===== src/rtl/pixel_wb_sequencer.sv =====
// pixel_wb_sequencer: Wishbone initiator that steps the pixel macro through N frames.
// Define PXL_SEQ_READBACK_EN to read the control register back after each clear write.
module pixel_wb_sequencer #(
  parameter logic [31:0] ADDR         = 32'h3000_0000,
  parameter int          FRAME_W      = 8,
  parameter int          ACK_TIMEOUT  = 16,
  parameter int          DONE_TIMEOUT = 1024
) (
  input  logic               wb_clk_i,
  input  logic               wb_rst_i,
  input  logic               run_i,
  input  logic [FRAME_W-1:0] frames_i,
  input  logic [23:0]        cfg_i,
  input  logic               pxl_done_i,
  output logic               wbm_cyc_o,
  output logic               wbm_stb_o,
  output logic               wbm_we_o,
  output logic [3:0]         wbm_sel_o,
  output logic [31:0]        wbm_adr_o,
  output logic [31:0]        wbm_dat_o,
  input  logic               wbm_ack_i,
  input  logic [31:0]        wbm_dat_i,
  output logic               busy_o,
  output logic               done_o,
  output logic               err_o,
  output logic [1:0]         err_code_o,
  output logic [FRAME_W-1:0] frame_cnt_o
);
  localparam int AW = $clog2(ACK_TIMEOUT + 2);
  localparam int DW = $clog2(DONE_TIMEOUT + 1);

  typedef enum logic [2:0] {IDLE, WR_START, WAIT_DONE, WR_CLR, RD_CHK, NEXT, FIN} state_t;

  state_t             state, state_nx;
  logic               cyc_q, cyc_nx;
  logic [AW-1:0]      atmr;
  logic [DW-1:0]      dtmr;
  logic [22:0]        cfg_q;
  logic [FRAME_W-1:0] frames_q, frame_cnt, tgt, cnt_p1;
  logic               err_q, err_set;
  logic [1:0]         code_q, code_set;
  logic               accept, cnt_inc, ack_to, rb_bad;
  logic [31:0]        wr_word;
  logic               unused_cfg0;

  assign unused_cfg0 = cfg_i[0];
  assign tgt    = (frames_q == '0) ? FRAME_W'(1) : frames_q;
  assign cnt_p1 = frame_cnt + FRAME_W'(1);
  // atmr equals the index of the current stb-high cycle, so an ack on cycle ACK_TIMEOUT still lands
  assign ack_to = (atmr == AW'(ACK_TIMEOUT + 1));

`ifdef PXL_SEQ_READBACK_EN
  assign rb_bad = (wbm_dat_i[24:0] != {1'b0, cfg_q, 1'b0});
`else
  logic unused_dat;
  assign unused_dat = ^wbm_dat_i;
  assign rb_bad     = 1'b0;
`endif

  always_comb begin
    state_nx = state;
    cyc_nx   = cyc_q;
    accept   = 1'b0;
    cnt_inc  = 1'b0;
    err_set  = 1'b0;
    code_set = 2'b00;
    case (state)
      IDLE: if (run_i) begin
        accept   = 1'b1;
        state_nx = WR_START;
      end
      WR_START, WR_CLR, RD_CHK: begin
        // each bus state spends one idle cycle before raising cyc/stb
        if (!cyc_q) cyc_nx = 1'b1;
        else if (wbm_ack_i) begin
          cyc_nx = 1'b0;
          if (state == WR_START) state_nx = WAIT_DONE;
          else if (state == WR_CLR) begin
`ifdef PXL_SEQ_READBACK_EN
            state_nx = RD_CHK;
`else
            state_nx = NEXT;
`endif
          end else if (rb_bad) begin
            state_nx = FIN;
            err_set  = 1'b1;
            code_set = 2'b11;
          end else state_nx = NEXT;
        end else if (ack_to) begin
          cyc_nx   = 1'b0;
          state_nx = FIN;
          err_set  = 1'b1;
          code_set = 2'b01;
        end
      end
      WAIT_DONE: begin
        if (pxl_done_i) state_nx = WR_CLR;
        else if (dtmr == DW'(DONE_TIMEOUT - 1)) begin
          state_nx = FIN;
          err_set  = 1'b1;
          code_set = 2'b10;
        end
      end
      NEXT: begin
        cnt_inc  = 1'b1;
        state_nx = (cnt_p1 == tgt) ? FIN : WR_START;
      end
      FIN:     state_nx = IDLE;
      default: state_nx = IDLE;
    endcase
  end

  always_ff @(posedge wb_clk_i or posedge wb_rst_i) begin
    if (wb_rst_i) begin
      state     <= IDLE;
      cyc_q     <= 1'b0;
      atmr      <= '0;
      dtmr      <= '0;
      cfg_q     <= '0;
      frames_q  <= '0;
      frame_cnt <= '0;
      err_q     <= 1'b0;
      code_q    <= 2'b00;
    end else begin
      state <= state_nx;
      cyc_q <= cyc_nx;
      if (!cyc_q) atmr <= AW'(1);
      else if (!ack_to) atmr <= atmr + 1'b1;
      dtmr <= (state == WAIT_DONE) ? dtmr + 1'b1 : '0;
      if (accept) begin
        cfg_q     <= cfg_i[23:1];
        frames_q  <= frames_i;
        frame_cnt <= '0;
        err_q     <= 1'b0;
        code_q    <= 2'b00;
      end
      if (cnt_inc && frame_cnt != '1) frame_cnt <= cnt_p1;
      if (err_set && !err_q) begin
        err_q  <= 1'b1;
        code_q <= code_set;
      end
    end
  end

  assign wr_word     = {8'h00, cfg_q, state == WR_START};
  assign wbm_cyc_o   = cyc_q;
  assign wbm_stb_o   = cyc_q;
  assign wbm_we_o    = cyc_q && (state != RD_CHK);
  assign wbm_sel_o   = cyc_q ? 4'hF : 4'h0;
  assign wbm_adr_o   = cyc_q ? ADDR : 32'h0;
  assign wbm_dat_o   = wbm_we_o ? wr_word : 32'h0;
  assign busy_o      = (state != IDLE);
  assign done_o      = (state == FIN) && !err_q;
  assign err_o       = err_q;
  assign err_code_o  = code_q;
  assign frame_cnt_o = frame_cnt;
endmodule


===== config.mk =====
export PLATFORM = sky130hd
export DESIGN_NAME = pixel_wb_sequencer
export DESIGN_NICKNAME = d
export VERILOG_FILES = /design/src/rtl/pixel_wb_sequencer.sv
export SDC_FILE = /design/constraint.sdc
export NUM_CORES = 1
export LEC_CHECK = 0
export ABC_AREA = 1
export CAP_MARGIN = 10
export CORE_ASPECT_RATIO = 0.6
export CORE_UTILIZATION = 46
export DETAILED_ROUTE_END_ITERATION = 16
export PLACE_DENSITY_LB_ADDON = 0.05
export SKIP_CTS_REPAIR_TIMING = 1
export SYNTH_ARGS = -nofsm -noshare
export SYNTH_HDL_FRONTEND = slang
export SYNTH_SLANG_ARGS = --single-unit

===== constraint.sdc =====
create_clock -name wb_clk_i -period 3.99 [get_ports wb_clk_i]
set_input_delay 0.399 -clock wb_clk_i [delete_from_list [all_inputs] [get_ports wb_clk_i]]
set_output_delay 0.399 -clock wb_clk_i [all_outputs]
set_load 0.05 [all_outputs]

==> impl_metrics.csv <==
group,metric,value,unit
status,status,"finished, final reports clean",
clock_tree,htree_num_levels,3,
place,io_buffer_count,81,
clock_tree,clk_latency,0.33,ns
cells_and_area,syn2layout_area_growth,28.3,%
synthesis,avgSynthCellArea,7.96,µm²
routing,drt_iter0_drc,155,
synthesis,ys_ff_latch,62,
routing,antenna_left,0,
synthesis,ys_seq_area_share,44.4,%
floorplanning,io_pins,153,
setup_path,crit_type,"flop to output port",
run,drv_cap,0,
clock_tree,root_buffer,"clkbuf_16",
clock_tree,cts_tree,"built",
timing,rsz0062_at_grt,"false",
timing,drv_slew,0,
setup_path,critPathCaptureType,"output port",
floorplanning,dieHeight,69.5,µm
cells_and_area,final_layout_size_suffix_gt1_share,8.27,%
place,globalplace.congestion,0.805,
grt,grt_pass1_vias,2622,
pwr,finalPower,3.65,mW
clock_tree,cts.sinks,62,
synthesis,syn_inst,439,
timing,fmaxAchievable,0.311,GHz
worst_hold_path,hp-class,"input port to async pin",
routing,dr_total_vias,2807,
clock_tree,path_clk_slew,0.05,ns
grt,grt_antenna_before_repair,0,
cells_and_area,diodes,0,
synthesis,yosys_warnings,0,
floorplanning,dieArea,7960,µm²
timing,maxSlewHeadroom,49.8,%
floorplanning,start_util,47.9,%
setup_path,crit_required,3.59,ns
setup_path,cp.arrival,2.82,ns
floorplanning,rows,24,
floorplanning,die_w,115,µm
timing,period_share,80.6,%
grt,grt-ovfl-total,0,
timing,setup_slack,0.774,ns
pwr,p_leak,2.07,nW
cells_and_area,fin_nets,589,
place,dp_hpwl,5320,µm
routing,drt_wl_total,7220,µm
routing,wl_per_cell,11.6,µm
timing,setup_viol,0,
pwr,peakVddDrop,0.480,mV
clock_tree,cts_buffers,9,
clock_tree,clockBufferDepth,2,
setup_path,rrSetupSlack,2.00,ns
place,pre_cts_ws,1.15,ns
routing,via_per_inst,4.50,
timing,setup_tns,0,ns
grt,grt_pass1_wl,12300,µm
timing,whs,0.433,ns
timing,hold_viol,0,
pwr,power.density,815,nW/µm²
routing,route.detailed.drc,0,
floorplanning,core_area,7300,µm²
timing,finalCriticalPeriod,3.22,ns
cells_and_area,fin_util,61.4,%
routing,dr.pass1.iters,4,
setup_path,crit_path_max_fanout,23,
timing,worstMarginPinSlew,0.752,ns
grt,grt_util_all_layers,20.2,%
synthesis,synth_area,3490,µm²
grt,grt_max_degree,46,
timing,worst_clock_skew,0.00258,ns
synthesis,ys_types,36,
setup_path,start_kind,"flop",
==> stage by stage <==
stage	cell area, µm²	cells
after global routing	4480	624
after detailed placement	4210	609
after floorplan	3630	476
after CTS	4480	624
after global placement	4210	609
final	4480	624
==> power by group <==
group	internal (mW)	switching, mW
combinational	0.607	1.36
sequential	0.836	0.138
clock	0.446	0.264
==> final timing paths <==
path	from	endpoint	depth (start not counted)
max	wbm_cyc_o	wbm_dat_o[18]	5
min	wb_rst_i	cfg_q[10]	2
max reg2reg	frame_cnt_o[0]	frame_cnt_o[7]	7
min reg2reg	dtmr[0]	dtmr[0]	1
max in group asynchronous	wb_rst_i	atmr[1]	3
min in group wb_clk_i	dtmr[0]	dtmr[0]	1
==> synthesized netlist by cell type, drive strengths merged <==
library cell	n	area [µm²]
nand2	98	390
dfrtp	62	1550
inv	61	229
nor2	55	244
buf	52	375
o21ai	41	205
nand3	24	125
a21oi	9	45.0
nand4	6	37.5
o22ai	6	37.5
ha	4	50.1
nor3	3	26.3
clkbuf	2	7.51
nand3b	2	27.5
o211ai	2	28.8
xnor2	2	17.5
xor2	2	17.5
a31oi	1	6.26
conb	1	3.75
mux2	1	11.3
nor4	1	6.26
o21bai	1	11.3
o221a	1	11.3
o31ai	1	21.3
or2	1	6.26
==> sequential cells by signal (all words and copies together), names as in the netlist <==
name	flops
dtmr	11
cfg_q	23
err_code_o	2
wbm_cyc_o	1
err_o	1
frame_cnt_o	8
atmr	5
frames_q	8
state	3
==> per-layer routing <==
| metal | up-vias | wire [µm] | GRT usage, % |
|---|---|---|---|
| met1 | 1249 | 3640 | 28.4 |
| met5 | - | 0 | 0 |
| met4 | 0 | 62 | 6.49 |
| li1 | 1456 | - | - |
| met3 | 7 | 606 | 8.74 |
| met2 | 95 | 2910 | 27.9 |
==> worst max-delay path, cell delays in order, from the launching register on <==
cell,delay (ns)
dfrtp_1,0.49
inv_1,0.21
nor2_1,0.29
inv_1,0.40
nor2_1,0.21
clkdlybuf4s50_1,0.88
==> area by class of cell <==
| cell class | instances | area [µm²] |
|---|---|---|
| multi-input combinational | 299 | 1470 |
| clock inverter | 4 | 22.5 |
| tap | 104 | 130 |
| clock buffer | 11 | 253 |
| sequential | 62 | 1550 |
| fill | 673 | 2820 |
| inverter | 61 | 229 |
| timing repair buffer | 83 | 826 |
==> cell families (layout without fill, tap and decap cells) <==
group / count (synthesis) / after routing / share of synthesized area [%]
xor+xnor: 4 / 4 / 1.00
simple gates: 190 / 190 / 24.7
mux: 1 / 1 / 0.322
buf+inv: 115 / 159 / 17.5
other cells: 1 / 38 / 0.107
compound gates: 62 / 62 / 10.5
fa+ha+maj: 4 / 4 / 1.43
flops: 62 / 62 / 44.4
==> layout by cell type (no fill, tap or decap), types with 6 or more instances in the layout <==
cell type | synthesis | routed
nor2_1 | 48 | 48
o22ai_1 | 6 | 6
nand2_2 | 6 | 6
a21oi_1 | 9 | 9
o21ai_0 | 37 | 37
nand4_1 | 6 | 6
nand2_1 | 91 | 91
clkbuf_16 | 0 | 9
conb_1 | 1 | 38
dfrtp_1 | 62 | 62
clkdlybuf4s50_1 | 0 | 81
inv_1 | 59 | 58
nand3_1 | 23 | 23
No activity file was read; power rests on OpenSTA's default activity.
